File: src/rtl/grf_wb_arbiter_pkg.sv
// Shared types for the register-file writeback arbiter and its MDU result buffer.
package grf_wb_arbiter_pkg;
  localparam int GRF_ADDR_W = 5;
  localparam int GRF_DATA_W = 32;

  typedef struct packed {
    logic                  live;
    logic [GRF_ADDR_W-1:0] addr;
    logic [GRF_DATA_W-1:0] data;
    logic [GRF_DATA_W-1:0] pc;
  } wb_entry_t;
endpackage

File: src/rtl/grf_wb_fifo.sv
// MDU result buffer: in-order FIFO with an address-match kill CAM and two read-match ports.
// Freed and reset slots are always dead, so the match logic can scan every slot.
module grf_wb_fifo
  import grf_wb_arbiter_pkg::*;
#(
  parameter int DEPTH = 2
) (
  input  logic                  clk,
  input  logic                  resetn,
  input  logic                  enq,
  input  logic [GRF_ADDR_W-1:0] enq_addr,
  input  logic [GRF_DATA_W-1:0] enq_data,
  input  logic [GRF_DATA_W-1:0] enq_pc,
  input  logic                  pop,
  input  logic                  kill,
  input  logic [GRF_ADDR_W-1:0] kill_addr,
  output logic                  full,
  output logic                  empty,
  output wb_entry_t             head,
  output logic [31:0]           pending_mask,
  input  logic [GRF_ADDR_W-1:0] rd_addr1,
  input  logic [GRF_ADDR_W-1:0] rd_addr2,
  output logic                  rd_hit1,
  output logic                  rd_hit2,
  output logic [GRF_DATA_W-1:0] rd_data1,
  output logic [GRF_DATA_W-1:0] rd_data2
);
  localparam int AW = $clog2(DEPTH);

  wb_entry_t      mem [DEPTH];
  logic [AW:0]    wptr;
  logic [AW:0]    rptr;
  logic           push;
  logic           enq_live;

  assign empty = (wptr == rptr);
  assign full  = (wptr[AW] != rptr[AW]) && (wptr[AW-1:0] == rptr[AW-1:0]);
  assign head  = mem[rptr[AW-1:0]];
  assign push  = enq && !full;
  // A same-cycle pipeline write to the same register is younger than the MDU result.
  assign enq_live = (enq_addr != '0) && !(kill && (kill_addr == enq_addr));

  always_ff @(posedge clk) begin
    if (!resetn) begin
      wptr <= '0;
      rptr <= '0;
      for (int i = 0; i < DEPTH; i++) mem[i].live <= 1'b0;
    end else begin
      for (int i = 0; i < DEPTH; i++) begin
        if (mem[i].live && ((kill && (mem[i].addr == kill_addr)) ||
                            (push && enq_live && (mem[i].addr == enq_addr))))
          mem[i].live <= 1'b0;
      end
      if (pop) begin
        mem[rptr[AW-1:0]].live <= 1'b0;
        rptr <= rptr + 1'b1;
      end
      if (push) begin
        mem[wptr[AW-1:0]] <= '{live: enq_live, addr: enq_addr, data: enq_data, pc: enq_pc};
        wptr <= wptr + 1'b1;
      end
    end
  end

  // At most one live entry per address, so OR-merging matched data is exact.
  always_comb begin
    pending_mask = '0;
    rd_hit1      = 1'b0;
    rd_hit2      = 1'b0;
    rd_data1     = '0;
    rd_data2     = '0;
    for (int i = 0; i < DEPTH; i++) begin
      if (mem[i].live) begin
        pending_mask[mem[i].addr] = 1'b1;
        if ((rd_addr1 != '0) && (mem[i].addr == rd_addr1)) begin
          rd_hit1  = 1'b1;
          rd_data1 = rd_data1 | mem[i].data;
        end
        if ((rd_addr2 != '0) && (mem[i].addr == rd_addr2)) begin
          rd_hit2  = 1'b1;
          rd_data2 = rd_data2 | mem[i].data;
        end
      end
    end
    pending_mask[0] = 1'b0;
  end
endmodule

File: src/rtl/grf_wb_arbiter.sv
// Register-file write port arbiter: pipeline has priority, buffered MDU results drain into idle
// cycles, and a starved live head forces a one-cycle pipeline stall.
module grf_wb_arbiter
  import grf_wb_arbiter_pkg::*;
#(
  parameter int DEPTH        = 2,
  parameter int STARVE_LIMIT = 8
) (
  input  logic                  clk,
  input  logic                  resetn,
  input  logic [GRF_ADDR_W-1:0] pipe_waddr,
  input  logic [GRF_DATA_W-1:0] pipe_wdata,
  input  logic [GRF_DATA_W-1:0] pipe_pc,
  output logic                  pipe_stall,
  input  logic                  mdu_valid,
  output logic                  mdu_ready,
  input  logic [GRF_ADDR_W-1:0] mdu_waddr,
  input  logic [GRF_DATA_W-1:0] mdu_wdata,
  input  logic [GRF_DATA_W-1:0] mdu_pc,
  output logic [GRF_ADDR_W-1:0] grf_waddr,
  output logic [GRF_DATA_W-1:0] grf_wdata,
  output logic [GRF_DATA_W-1:0] grf_pc,
  output logic [31:0]           pending_mask,
  input  logic [GRF_ADDR_W-1:0] rd_addr1,
  input  logic [GRF_ADDR_W-1:0] rd_addr2,
  output logic                  rd_hit1,
  output logic                  rd_hit2,
  output logic [GRF_DATA_W-1:0] rd_data1,
  output logic [GRF_DATA_W-1:0] rd_data2
);
  localparam int CW = $clog2(STARVE_LIMIT + 1);

  wb_entry_t             head;
  logic                  full;
  logic                  empty;
  logic                  head_live;
  logic                  stall_int;
  logic                  pipe_win;
  logic                  head_wr;
  logic                  pop;
  logic                  enq;
  logic [CW-1:0]         starve_cnt;
  logic [31:0]           f_mask;
  logic                  f_hit1;
  logic                  f_hit2;
  logic [GRF_DATA_W-1:0] f_data1;
  logic [GRF_DATA_W-1:0] f_data2;

  assign head_live = !empty && head.live;
  assign stall_int = (starve_cnt == CW'(STARVE_LIMIT)) && head_live;
  assign pipe_win  = resetn && !stall_int && (pipe_waddr != '0);
  assign head_wr   = resetn && head_live && (stall_int || (pipe_waddr == '0));
  // Dead heads leave without touching the port.
  assign pop       = resetn && !empty && (!head.live || head_wr);
  assign mdu_ready = resetn && !full;
  assign enq       = mdu_valid && mdu_ready;
  assign pipe_stall = resetn && stall_int;

  grf_wb_fifo #(.DEPTH(DEPTH)) u_fifo (
    .clk          (clk),
    .resetn       (resetn),
    .enq          (enq),
    .enq_addr     (mdu_waddr),
    .enq_data     (mdu_wdata),
    .enq_pc       (mdu_pc),
    .pop          (pop),
    .kill         (pipe_win),
    .kill_addr    (pipe_waddr),
    .full         (full),
    .empty        (empty),
    .head         (head),
    .pending_mask (f_mask),
    .rd_addr1     (rd_addr1),
    .rd_addr2     (rd_addr2),
    .rd_hit1      (f_hit1),
    .rd_hit2      (f_hit2),
    .rd_data1     (f_data1),
    .rd_data2     (f_data2)
  );

  always_comb begin
    grf_waddr = '0;
    grf_wdata = '0;
    grf_pc    = '0;
    if (head_wr) begin
      grf_waddr = head.addr;
      grf_wdata = head.data;
      grf_pc    = head.pc;
    end else if (pipe_win) begin
      grf_waddr = pipe_waddr;
      grf_wdata = pipe_wdata;
      grf_pc    = pipe_pc;
    end
  end

  always_ff @(posedge clk) begin
    if (!resetn) begin
      starve_cnt <= '0;
    end else if (head_wr || empty) begin
      starve_cnt <= '0;
    end else if (head_live && pipe_win && (starve_cnt != CW'(STARVE_LIMIT))) begin
      starve_cnt <= starve_cnt + 1'b1;
    end
  end

  assign pending_mask = resetn ? f_mask : '0;
  assign rd_hit1      = resetn && f_hit1;
  assign rd_hit2      = resetn && f_hit2;
  assign rd_data1     = resetn ? f_data1 : '0;
  assign rd_data2     = resetn ? f_data2 : '0;
endmodule
File: config.mk
export PLATFORM = sky130hd
export DESIGN_NAME = grf_wb_arbiter
export DESIGN_NICKNAME = d
export VERILOG_FILES = /design/src/rtl/grf_wb_arbiter_pkg.sv /design/src/rtl/grf_wb_fifo.sv /design/src/rtl/grf_wb_arbiter.sv
export SDC_FILE = /design/constraint.sdc
export NUM_CORES = 1
export LEC_CHECK = 0
export BUFFER_PORTS_ARGS = -buffer_cell sky130_fd_sc_hd__buf_4
export CAP_MARGIN = 20
export CORE_ASPECT_RATIO = 0.75
export CORE_MARGIN = 2
export CORE_UTILIZATION = 50
export CTS_CLUSTER_DIAMETER = 120
export DETAILED_ROUTE_END_ITERATION = 12
export PLACE_DENSITY_LB_ADDON = 0.1
export SYNTH_ARGS = -nofsm -noshare
export SYNTH_HDL_FRONTEND = slang
export SYNTH_SLANG_ARGS = --single-unit
File: constraint.sdc
create_clock -name clk -period 6 [get_ports clk]
set_input_delay 1.2 -clock clk [delete_from_list [all_inputs] [get_ports clk]]
set_output_delay 1.2 -clock clk [all_outputs]
set_load 0.02 [all_outputs]
# Yosys cells after proc, flatten, opt, wreduce, memory -nomap -nowiden

Memory sizes are Yosys's and may differ from the RTL's. A register that Yosys moved wholly into a read port is not among the register bits.
Index checks and enable logic that the tools add are counted.

Bits in registers: 8
Bits in latches: 0
Memory bits (writable): 140
ROM bits: 0
Bits of input ports: 151
Output and inout bits: 169
Logic and storage cells: 127
Memories kept: 1

Memory list:

| name       | words | bits a word | read ports | clocked after memory_dff | wr ports | RTL line          | RTL |
|---|---|---|---|---|---|---|---|
| u_fifo.mem | 2     | 70          | 3          | 1                        | 4        | grf_wb_fifo.sv:30 | `wb_entry_t mem [DEPTH];` |

Add/subtract/negate cells: 3
Multiply operators: 0
Divide/modulo/power cells: 0
Order comparisons: 4
Equality and inequality tests: 14
Shift operators: 0
Mux-type cells: 48
Bitwise operators: 6
Reductions and logical operators: 48

Operators by type and width:

| operator                                                    | count |
|---|---|
| 2-to-1 mux 32 bit                                           | 17 |
| bitwise OR 32 bit                                           | 3 |
| equality test 5 bit                                         | 9 |
| logical AND 1 bit                                           | 32 |
| 2-to-1 mux 1 bit                                            | 27 |
| nonzero test 5 bit                                          | 4 |
| less-than comparator 5 x 6 -> 1 bit (second input constant) | 2 |
| demux 1 bit (select 5 bit)                                  | 2 |
| >= comparator 5 x 1 -> 1 bit (second input constant)        | 2 |
| 2-to-1 mux 5 bit                                            | 2 |
| zero test 1 bit                                             | 5 |
| zero test 5 bit                                             | 1 |
| logical OR 1 bit                                            | 5 |
| adder 2 x 1 -> 2 bit (second input constant)                | 2 |
| adder 4 x 1 -> 4 bit (second input constant)                | 1 |
| equality test 4 bit (second input constant)                 | 1 |
| inequality test 4 bit (second input constant)               | 1 |
| equality test 2 bit                                         | 1 |
| bitwise OR 1 bit                                            | 2 |
| OR reduction 2 bit                                          | 1 |
| equality test 1 bit                                         | 1 |
| inequality test 1 bit                                       | 1 |
| NOT 1 bit                                                   | 1 |

# Longest topological paths before layout

Gate-level depths: netlist of the first run.

Word-level depth: 18
Mapped depth: 9
Depth with buffers taken out: 7

# By module

A second synthesis of the first run with hierarchy kept.

Cell total of the unflattened synthesis: 869
Area total of the unflattened synthesis: 9480.3 µm²

By module, submodules not included:

| module         | instances | cells an instance | area each (µm²) |
|---|---|---|---|
| grf_wb_fifo    | 1         | 472               | 7055.5 |
| grf_wb_arbiter | 1         | 397               | 2424.8 |

# Least setup slack after synthesis of the first run

OpenSTA, ideal clock, no wires.

Path kind: in2reg
Start point: input mdu_valid
End point: memory u_fifo.mem[0][0] in the netlist's numbering, enable pin
Library setup time: 505 ps
Arrival: 4563 ps
Path slack: 932 ps
Stages: 3
Buffers on the path: 0
Cells stage by stage: nand2_1 a21oi_1 nor2b_1

RTL lines:

| element     | RTL line             | RTL |
|---|---|---|
| from (decl) | grf_wb_arbiter.sv:15 | `input logic mdu_valid,` |
| to (decl)   | grf_wb_fifo.sv:30    |  |

# Worst setup path after layout of the first run

Start point: input pipe_waddr[1]
End point: output grf_wdata[2]

Cells in the longest elaborated chain, start to end: 4
Elaborated cells between the ends (all ways): 7
Classes of those cells: mux (2); reduce/logical (5)

Ends and longest elaborated chain:

| element                                                       | RTL line                                   | RTL |
|---|---|---|
| from (decl)                                                   | grf_wb_arbiter.sv:11                       | `input logic [GRF_ADDR_W-1:0] pipe_waddr,` |
| nonzero test 5 bit / zero test 5 bit (equally long branches)  | grf_wb_arbiter.sv:51, grf_wb_arbiter.sv:52 |  |
| logical AND 1 bit / logical OR 1 bit (equally long branches)  | grf_wb_arbiter.sv:51, grf_wb_arbiter.sv:52 |  |
| 2-to-1 mux 32 bit / logical AND 1 bit (equally long branches) | grf_wb_arbiter.sv:89, grf_wb_arbiter.sv:52 |  |
| 2-to-1 mux 32 bit (*)                                         | grf_wb_arbiter.sv:85                       | `if (head_wr) begin` |
| to (decl)                                                     | grf_wb_arbiter.sv:21                       | `output logic [GRF_DATA_W-1:0] grf_wdata,` |

Mark *: on every way between the ends. The rest lies on a longest branch, timed or not.

==> out/results.tsv, run 1 <==
stage	metric	value	unit
cts	Clock Latency Late Sink	420	ps
cts	TritonCTS clock tree	done	
synthesis	sequential share of the synthesized area	52.9	%
placement	Port Buffers	318	
global_routing	initial antenna violation count	0	
sta	clk_skew	7.23	ps
synthesis	Ys Warns	0	
sta	final period utilization	77.0	%
power_and_ir_drop	Max VDD drop	220	uV
sta	final hold vios	0	
floorplanning	# rows	40	
placement	GPL Wtd Cong	0.873	
routing	Post-route DRC	0	
cts	CTS Buf Count	17	
synthesis	EDFF count, synth	140	
routing	post-route antenna net violation count	0	
synthesis	Main synth FF type	edfxtp_1	
power_and_ir_drop	Design Power	2.90	mW
flow_run	max_cap viols	0	
synthesis	synthesized cell area	8290	um2
sta	Slew @ Worst Pin	1060	ps
floorplanning	core area	16100	um2
cts	Clock Path Buffers	2	
synthesis	Syn Area/Cell	10.7	um2
layout	Layout area overhead	36.6	%
layout	final net count	1209	
cts	H-tree depth	4	
status	status	finished clean	
cts	root buf cell	clkbuf_16	
routing	Initial DRT Pass Iterations	7	
routing	drt initial violations	440	
cts	clk slew on worst S/H paths	60	ps
routing	drt total wl	24.2	mm
floorplanning	num ports	320	
synthesis	asr flop ratio synth	0	%
routing	vias per cell	5.63	
floorplanning	Die H	116	um
critical_path	CP Class	primary input to primary output	
floorplanning	Die Area	17600	um2
power_and_ir_drop	Leak Pwr	4.40	nW
layout	number of diodes	0	
sta	setup TNS	0	ps
critical_path	CP endpoint kind	primary output	
sta	final setup vio count	0	
routing	vias	7200	
critical_path	crit start category	primary input	
cts	CTS Sinks	149	
global_routing	All-Layer GR Usage	26.1	%
cts	post-cts sizing count	0	
sta	Worst slew margin	29.6	%
power_and_ir_drop	P per Cell Area	256	nW/um2
routing	Avg WL per Cell	18.9	um
synthesis	#FFs+latches synth	149	
global_routing	largest net degree at the start of global routing	106	
worst_hold_path	Hold WC Path Type	register to register	
synthesis	Syn Inst Count	777	
critical_path	CP max FO	37	
sta	RSZ-0062 raised after global routing	no	
layout	Fillers	1235	
cts	cts-stage hold buffer count	0	
global_routing	total gr overflow	0	
cts	Post CTS Setup Buffer Count	0	
floorplanning	initial core utilization	51.5	%
synthesis	Unique masters post-synth	46	
layout	share of cells above drive strength 1	35.2	%
sta	minimum clock period	4620	ps
sta	count of final max-slew check failures	0	
global_routing	number of global-route vias before repair	6813	
global_routing	first-pass GRT wire length	36.3	mm
sta	Max Clk Rate	216	MHz
synthesis	net count after synthesis	930	
critical_path	CP required	4800	ps
critical_path	Worst Path Arrival	3420	ps
placement	HPWL after DPL	16.8	mm
floorplanning	die width	153	um
==> final timing paths <==
path	start	endpoint	slack, ps	cells past startpoint
worst max register to register	u_fifo.wptr[0]	u_fifo.mem[0][41]	3160	4
worst min register to register	starve_cnt[2]	starve_cnt[2]	520	2
worst max-delay path	pipe_waddr[1]	grf_wdata[2]	1380	8
worst min-delay path	starve_cnt[2]	starve_cnt[2]	520	2
==> state kept, by name, indices dropped and copies added, names as in the netlist, named ones only <==
name	flops
starve_cnt	4
u_fifo.mem	140
u_fifo.rptr	2
u_fifo.wptr	2
==> cells in the final DEF (no fill, tap or decap), types with 6 or more instances in the layout <==
master	netlist	final
a22oi_1	64	64
buf_4	4	326
clkbuf_16	0	17
dfxtp_1	9	8
edfxtp_1	140	140
mux2i_1	70	70
nand2_1	76	76
nand3_1	8	8
nand3b_1	11	11
nand4_1	6	6
nor2_1	116	116
o21ai_1	69	69
o22a_1	31	31
xnor2_1	23	23
xor2_1	30	30
==> critical path, stage by stage <==
cell and delay [ps]:
buf_4 140, nor3_2 200, and2_1 250, nor2_1 50, or3_2 780, buf_4 400
o21ai_1 200, buf_4 170
==> per-stage QoR <==
stage                     util, %  instances  hold WS (ps)  worst slack [ps]  area, um2
final                        70.3       1279           524              1380      11300
after global routing         70.3       1279           546              1230      11300
after CTS                    70.3       1279           520              1380      11300
after detailed placement     66.7       1247           513              1390      10700
after global placement       66.7       1247           505              1440      10700
after floorplan                 -        777           475               932       8290
==> logic make-up after synthesis <==
family	share of synthesized area, %
compound gates	14.5
xor+xnor	5.79
fa+ha+maj	0.302
buf+inv	4.12
flops	52.9
mux	8.61
other cells	0.0452
simple gates	13.8
==> synth_stat cells, types with 4 or more instances <==
master	count	share of area, %
a21oi_1	4	0.24
a22oi_1	64	5.8
buf_2	15	0.91
buf_4	4	0.36
buf_6	6	0.81
clkbuf_1	42	1.9
dfxtp_1	9	2.2
edfxtp_1	140	51
mux2i_1	70	8.4
nand2_1	76	3.4
nand3_1	8	0.48
nand3b_1	11	1.0
nand4_1	6	0.45
nor2_1	116	5.3
nor4_1	4	0.30
o21ai_1	69	4.2
o22a_1	31	3.3
or3b_2	5	0.53
xnor2_1	23	2.4
xor2_1	30	3.2
==> power breakdown <==
part           switching [mW]  internal [mW]  total, mW
clock                   0.413          0.617       1.03
sequential             0.0847           1.21       1.30
combinational           0.308          0.258      0.566
==> final cells by class <==
class                   instances  area (um2)  area share, %
inverters                       3        11.3         0.0994
clock inverters                14         153           1.35
flip-flops and latches        149        4390           38.7
well taps                     210         263           2.32
multi-input cells             558        3620           31.9
repair buffers                327        2470           21.8
clock buffers                  18         429           3.79
==> layer usage <==
metal,track usage [%],wire [um],up-vias
met3,6.73,1940,39
met4,9.44,605,0
met2,43.9,11700,316
li1,-,-,3416
met1,33.3,9940,3429
met5,0,0,-
No activity file was read; power rests on OpenSTA's default activity.
==> inputs of run 2 (changes only) <==
--- a/config.mk
+++ b/config.mk
@@ -5,6 +5,7 @@
 export SDC_FILE = /design/constraint.sdc
 export NUM_CORES = 1
 export LEC_CHECK = 0
+export ABC_AREA = 1
 export BUFFER_PORTS_ARGS = -buffer_cell sky130_fd_sc_hd__buf_4
 export CAP_MARGIN = 20
 export CORE_ASPECT_RATIO = 0.75
==> constraint.sdc (replaced) <==
create_clock -name clk -period 4.37 [get_ports clk]
set_input_delay 0.874 -clock clk [delete_from_list [all_inputs] [get_ports clk]]
set_output_delay 0.874 -clock clk [all_outputs]
set_load 0.02 [all_outputs]
==> run 2 against run 1 <==
  * Register-to-register slack got worse by 1100 ps
  * Global-route usage is 4.2 points higher
  * Combinational power increased by 8.8%
  * Wire length grew 28%
  * Flip-flop and latch count unchanged
  * Setup slack worse by 650 ps
  * Critical path depth is 1 lower
  * Largest cell class unchanged
==> out/results.tsv, run 2 <==
stage	metric	value	unit	change
status	status	finished clean		
critical_path	CP max FO	13		-65%
synthesis	sequential share of the synthesized area	46.8	%	-6.1 points
synthesis	synthesized cell area	9370	um2	+13%
floorplanning	Die H	123	um	+6.1%
layout	Top reg by flops	u_fifo.mem		
synthesis	net count after synthesis	1187		+28%
synthesis	Main synth FF type	edfxtp_1		
cts	post-cts sizing count	0		unchanged
floorplanning	core area	18400	um2	+14%
synthesis	EDFF count, synth	140		unchanged
global_routing	number of global-route vias before repair	8371		+23%
routing	drt initial violations	935		+110%
placement	dpl cells	1536		+23%
layout	final net count	1461		+21%
global_routing	first-pass GRT wire length	46.4	mm	+28%
cts	Clock Latency Late Sink	420	ps	about the same
sta	Worst slew margin	32.7	%	+3.1 points
synthesis	Ys Warns	0		unchanged
global_routing	initial antenna violation count	0		unchanged
critical_path	CP endpoint kind	primary output		
synthesis	largest family of logic cells by synthesized area	simple AND/OR/NAND/NOR gates		
critical_path	crit start category	register		
sta	minimum clock period	3650	ps	
placement	Port Buffers	318		unchanged
synthesis	Compound-Gate Fraction of Synth Area	15.9	%	+1.4 points
sta	final setup vio count	0		unchanged
sta	setup TNS	0	ps	unchanged
floorplanning	Die Area	19900	um2	+13%
layout	most common cell after layout, fill and taps aside	buf_4		
cts	cts-stage hold buffer count	0		unchanged
sta	count of final max-slew check failures	0		unchanged
power_and_ir_drop	Max VDD drop	319	uV	+45%
cts	CTS Buf Count	17		unchanged
worst_hold_path	Hold WC Path Type	register to register		
cts	clk slew on worst S/H paths	60	ps	about the same
routing	Avg WL per Cell	19.7	um	+4.1%
synthesis	ranking of synthesized cells by area	edfxtp_1 (45%), o31ai_2 (8.5%), nand3_1 (7.4%)		
placement	GPL Wtd Cong	0.970		+11%
sta	Max Clk Rate	274	MHz	
sta	final period utilization	83.4	%	
synthesis	Synth Area in XOR/XNOR	2.99	%	-2.8 points
synthesis	Yosys top cell area share	44.9	%	-5.8 points
sta	RSZ-0062 raised after global routing	no		
power_and_ir_drop	P per Cell Area	297	nW/um2	+16%
routing	vias per cell	5.79		+2.9%
critical_path	CP Class	register to primary output		
routing	post-route antenna net violation count	0		unchanged
cts	root buf cell	clkbuf_16		
layout	share of cells above drive strength 1	35.8	%	+0.63 points
cts	Post CTS Setup Buffer Count	0		unchanged
floorplanning	initial core utilization	50.9	%	-0.54 points
power_and_ir_drop	Leak Pwr	4.93	nW	+12%
synthesis	post-synthesis simple-gate area fraction	25.9	%	+12 points
synthesis	#FFs+latches synth	149		unchanged
synthesis	Syn Inst Count	1034		+33%
global_routing	largest net degree at the start of global routing	73		-31%
layout	Final Non-Filler Cells	1568		+23%
synthesis	adder-cell area share of the yosys netlist	0.267	%	-0.035 points
sta	final hold vios	0		unchanged
cts	H-tree depth	4		unchanged
layout	top flop regs	u_fifo.mem (140), starve_cnt (4)		
routing	drt total wl	30.8	mm	+28%
synthesis	synth cell count leaders	nor2_1 (175), nand2_1 (150), edfxtp_1 (140)		
sta	Slew @ Worst Pin	1000	ps	-54.0 ps
critical_path	CP required	3500	ps	-1300 ps
synthesis	asr flop ratio synth	0	%	unchanged
cts	Clock Path Buffers	2		unchanged
cts	TritonCTS clock tree	done		
layout	number of diodes	0		unchanged
flow_run	max_cap viols	0		unchanged
placement	HPWL after DPL	21.3	mm	+27%
routing	vias	9079		+26%
layout	Fillers	1564		+27%
floorplanning	num ports	320		unchanged
sta	clk_skew	13.6	ps	+6.41 ps
floorplanning	die width	162	um	+6.1%
routing	Post-route DRC	0		unchanged
synthesis	Syn Area/Cell	9.06	um2	-15%
critical_path	Worst Path Arrival	2770	ps	-650 ps
synthesis	most frequent cell after synthesis	nor2_1		
cts	CTS Sinks	149		unchanged
layout	max reg flops	140		unchanged
layout	commonest cells after routing, fill and taps aside	buf_4 (334), nor2_1 (175), nand2_1 (150)		
synthesis	area leader, netlist	edfxtp_1		
routing	Initial DRT Pass Iterations	7		unchanged
global_routing	All-Layer GR Usage	30.3	%	+4.2 points
layout	Final Cell Area	12200	um2	+7.6%
synthesis	multiplexer area fraction after synthesis	0	%	-8.6 points
floorplanning	# rows	43		+7.5%
layout	Layout area overhead	30.2	%	
synthesis	Unique masters post-synth	45		-2.2%
global_routing	total gr overflow	0		unchanged
placement	Cell Area, Placed	11600	um2	+8.4%
==> run 2: changes by cell type after synthesis, moves of 19 or more <==
cell | before | now
inv_1 | 2 | 41
nor3_1 | 3 | 26
buf_6 | 6 | 25
nand2_1 | 76 | 150
a22oi_1 | 64 | 8
o31ai_2 | 0 | 64
mux2i_1 | 70 | 0
o21ai_1 | 69 | 2
a21oi_1 | 4 | 101
o22a_1 | 31 | 0
nor2_1 | 116 | 175
nand3_1 | 8 | 139
==> run 2: worst paths after layout <==
| check | slack [ps] | start | end | depth (start not counted) |
|---|---|---|---|---|
| hold reg to reg | 500 | starve_cnt[3] | starve_cnt[3] | 2 |
| setup / recovery | 720 | u_fifo.mem[0][65] | rd_data2[25] | 7 |
| setup reg to reg | 2090 | u_fifo.mem[0][69] | u_fifo.mem[0][69] | 11 |
| hold / removal | 500 | starve_cnt[3] | starve_cnt[3] | 2 |
==> run 2: kinds of logic (layout without fill, tap and decap cells) <==
logic type      count (synthesis)  after routing
buf+inv                       130            417
xor+xnor                       32             32
flops                         149            149
fa+ha+maj                       2              2
other cells                     1              1
compound gates                192            192
simple gates                  528            528
==> run 2: area by class of cell <==
class | count | area [um2] | area share (%)
clock buffer | 19 | 433 | 3.55
multi-input combinational | 755 | 4230 | 34.7
timing repair buffer | 335 | 2530 | 20.7
sequential | 149 | 4390 | 36.0
inverter | 50 | 196 | 1.61
tap | 247 | 309 | 2.53
clock inverter | 13 | 114 | 0.934
==> run 2: layer usage <==
| metal | GRT usage [%] | routed length (um) | up-vias | part of all wire (%) |
|---|---|---|---|---|
| met4 | 11.3 | 767 | 0 | 2.5 |
| met5 | 0 | 0 | - | 0 |
| li1 | - | - | 4155 | - |
| met3 | 7.98 | 3260 | 56 | 11 |
| met2 | 49.4 | 14500 | 525 | 47 |
| met1 | 39.3 | 12300 | 4343 | 40 |
==> run 2: stage by stage <==
stage / hold WS (ps) / power, mW / util [%] / setup slack [ps]
5_1_grt: 518 / 3.75 / 66.3 / 635
3_3_place_gp: 475 / 2.30 / 63.3 / 884
6_report: 498 / 3.62 / 66.3 / 723
3_5_place_dp: 488 / 2.30 / 63.3 / 886
4_1_cts: 499 / 3.64 / 66.3 / 754
2_1_floorplan: 458 / 2.04 / - / 1460
==> run 2: critical path: stages, from the launching register on <==
cell and delay, ps:
edfxtp_1 560, inv_2 250, o211ai_1 120, nor2_2 600, buf_4 330, nand3_1 100
a21oi_1 200, buf_4 190
==> run 2: power by group <==
group	total (mW)	internal, mW	switching (mW)
Clock	1.34	0.742	0.600
Combinational	0.616	0.234	0.382
Sequential	1.66	1.62	0.0448
==> inputs of run 3 (changes only) <==
--- a/config.mk
+++ b/config.mk
@@ -10,7 +10,7 @@
 export CAP_MARGIN = 20
 export CORE_ASPECT_RATIO = 0.75
 export CORE_MARGIN = 2
-export CORE_UTILIZATION = 50
+export CORE_UTILIZATION = 46
 export CTS_CLUSTER_DIAMETER = 120
 export DETAILED_ROUTE_END_ITERATION = 12
 export PLACE_DENSITY_LB_ADDON = 0.1
==> constraint.sdc (replaced) <==
create_clock -name clk -period 3.2 [get_ports clk]
set_input_delay 0.64 -clock clk [delete_from_list [all_inputs] [get_ports clk]]
set_output_delay 0.64 -clock clk [all_outputs]
set_load 0.02 [all_outputs]
==> run 3 against run 2 <==
  * Clock-buffer cell count decreased by 2
  * Register-to-register slack got worse by 1100 ps
  * Sequential share of layout area decreased by 1.1 points
  * Critical path depth increased by 3
  * Critical endpoint is now grf_wdata[11]
  * Setup slack got worse by 580 ps
  * Cell area increased by 3.1%
  * First-iteration DRC count increased by 4.8%
==> out/results.tsv, run 3 (synthesis results as in run 2) <==
stage	metric	value	unit	change
power_and_ir_drop	Comb pwr share	17.3	%	+0.3 points
sta	Worst slew margin	41.4	%	+8.7 points
layout	most common cell after layout, fill and taps aside	buf_4		
worst_hold_path	min-delay src	mdu_pc[4]		
critical_path	crit start category	register		
routing	Avg WL per Cell	19.7	um	+0.31%
critical_path	r2r startpoint	u_fifo.rptr[0]		
power_and_ir_drop	Leak Pwr	5.12	nW	+3.8%
floorplanning	Die H	128	um	+4.1%
cts	TritonCTS clock tree	done		
routing	vias per cell	5.72		-1.2%
critical_path	Critical R2R Capture	u_fifo.mem[1][55]		
critical_path	CP Class	register to primary output		
placement	GPL Wtd Cong	0.954		-1.6%
power_and_ir_drop	P per Cell Area	409	nW/um2	+38%
placement	Port Buffers	318		unchanged
critical_path	Critical Path Slowest Stage Cell	dfxtp_1		
power_and_ir_drop	Clock power frac	38.9	%	+1.8 points
floorplanning	initial core utilization	46.6	%	-4.3 points
layout	final net count	1483		+1.5%
routing	highest metal used	met4		
cts	CTS Buf Count	17		unchanged
critical_path	Worst Path Arrival	2410	ps	-360 ps
sta	minimum clock period	3050	ps	
layout	top flop regs	u_fifo.mem (140), starve_cnt (4)		
sta	final hold vios	0		unchanged
sta	Max Clk Rate	328	MHz	
cts	root buf cell	clkbuf_16		
power_and_ir_drop	Internal Power	3.72	mW	+44%
cts	clk slew on worst S/H paths	70	ps	about the same
layout	Layout area overhead	34.2	%	
floorplanning	die width	169	um	+4.1%
critical_path	CP Buf/Inv Count	3		unchanged
layout	max reg flops	140		unchanged
global_routing	first-pass GRT wire length	47.2	mm	+1.7%
routing	vias	9156		+0.85%
cts	Clock Latency Late Sink	420	ps	about the same
critical_path	CP endpoint kind	primary output		
floorplanning	num ports	320		unchanged
floorplanning	Die Area	21500	um2	+8.4%
power_and_ir_drop	Design Power	5.15	mW	+42%
sta	final period utilization	95.4	%	
layout	Final Cell Area	12600	um2	+3.1%
power_and_ir_drop	Sequential Power Share	43.8	%	-2.1 points
worst_hold_path	Min-Delay Endpoint	u_fifo.mem[1][4]		
routing	M1 wire length	13.2	mm	+7.3%
global_routing	largest net degree at the start of global routing	106		+45%
placement	Cell Area, Placed	11900	um2	+1.9%
critical_path	most used cell, CP	nand2_4		
cts	cts-stage hold buffer count	0		unchanged
sta	clk_skew	10.7	ps	-2.93 ps
placement	HPWL after DPL	21.2	mm	-0.35%
critical_path	CP required	2560	ps	-940 ps
sta	Min Hold Slack	401	ps	-96.4 ps
global_routing	number of global-route vias before repair	8518		+1.8%
global_routing	initial antenna violation count	0		unchanged
critical_path	CP max FO	21		+8
global_routing	total gr overflow	0		unchanged
layout	share of cells above drive strength 1	37.0	%	+1.2 points
worst_hold_path	Hold WC Path Type	primary input to register		
sta	final setup vio count	0		unchanged
layout	commonest cells after routing, fill and taps aside	buf_4 (343), nor2_1 (175), nand2_1 (150)		
flow_run	max_cap viols	0		unchanged
routing	Met2 Wirelength	14.2	mm	-2.5%
layout	Final Non-Filler Cells	1600		+2.0%
power_and_ir_drop	P_sw	1.43	mW	+39%
critical_path	crit-path cells	inv_1, ha_1, nand3_1, nor2_4, nand2_4, nand2_4, nand2_8, buf_12, o31ai_2, buf_4		
critical_path	family with the most delay on the worst path	simple AND/OR/NAND/NOR gates		
routing	drt total wl	31.6	mm	+2.4%
power_and_ir_drop	sw frac	27.7	%	-0.67 points
cts	Clock Path Buffers	2		unchanged
floorplanning	# rows	45		+4.7%
floorplanning	core area	20100	um2	+9.2%
routing	Initial DRT Pass Iterations	7		unchanged
critical_path	flop-to-flop setup slack	1030	ps	-1060 ps
routing	DR WL met3	3.42	mm	+4.8%
sta	Slew @ Worst Pin	880	ps	-122 ps
routing	drt initial violations	980		+4.8%
layout	Top reg by flops	u_fifo.mem		
critical_path	worst reg2reg path depth	9		-2
routing	Post-route DRC	0		unchanged
power_and_ir_drop	Max VDD drop	344	uV	+7.7%
cts	H-tree depth	4		unchanged
global_routing	All-Layer GR Usage	28.3	%	-2.0 points
sta	count of final max-slew check failures	0		unchanged
worst_hold_path	Worst Hold Path Cells	1		-1
cts	CTS Sinks	149		unchanged
status	status	finished clean		
placement	dpl cells	1557		+1.4%
layout	number of diodes	0		unchanged
critical_path	Worst path max stage delay	330	ps	-270 ps
routing	post-route antenna net violation count	0		unchanged
sta	setup TNS	0	ps	unchanged
[run 3: through the flow]
step / worst slack (ps) / util, %
floorplan: 511 / -
global placement: 369 / 59.1
detailed placement: 337 / 59.1
CTS: 25.8 / 62.0
global route: -34.9 / 62.6
finish: 147 / 62.6
[run 3: layout make-up]
cell class / count / area (um2)
clock buffer: 17 / 425
clock inverter: 14 / 164
fill: 1740 / 7530
inverter: 50 / 196
multi-input combinational: 755 / 4230
sequential: 149 / 4390
tap: 258 / 323
timing repair buffer: 357 / 2850
[run 3: power by group through the flow]
stage                     Combinational, mW  Sequential, mW  Clock [mW]
after floorplan                       0.504            2.28           0
after global routing                  0.961            2.26        2.13
final                                 0.892            2.25        2.00
after detailed placement              0.875            2.29           0
after CTS                             0.878            2.25        2.04
after global placement                0.872            2.29           0
[run 3: worst max path at each step]
stage / start / end / slack, ps / cells after the start
floorplan: u_fifo.rptr[0] / u_fifo.mem[1][0] / 510 / 8
global placement: pipe_waddr[1] / grf_pc[0] / 370 / 8
detailed placement: pipe_waddr[1] / grf_pc[8] / 340 / 8
CTS: starve_cnt[0] / grf_wdata[0] / 30 / 11
global route: u_fifo.mem[1][68] / rd_data2[2] / -30 / 8
finish: starve_cnt[1] / grf_wdata[11] / 150 / 10
[run 3: repair_timing]
item                                   4_1_cts  5_1_grt
setup endpoints to repair                    0       67
buffers inserted                             0       11
resized for setup                            0        3
endpoints found under the hold margin        0        0
[run 3: layer usage]
metal / GRT usage, % / vias to the layer above
met1: 39.3 / 4299
met3: 8.18 / 67
li1: - / 4208
met2: 42.7 / 582
met5: 0 / -
met4: 9.58 / 0
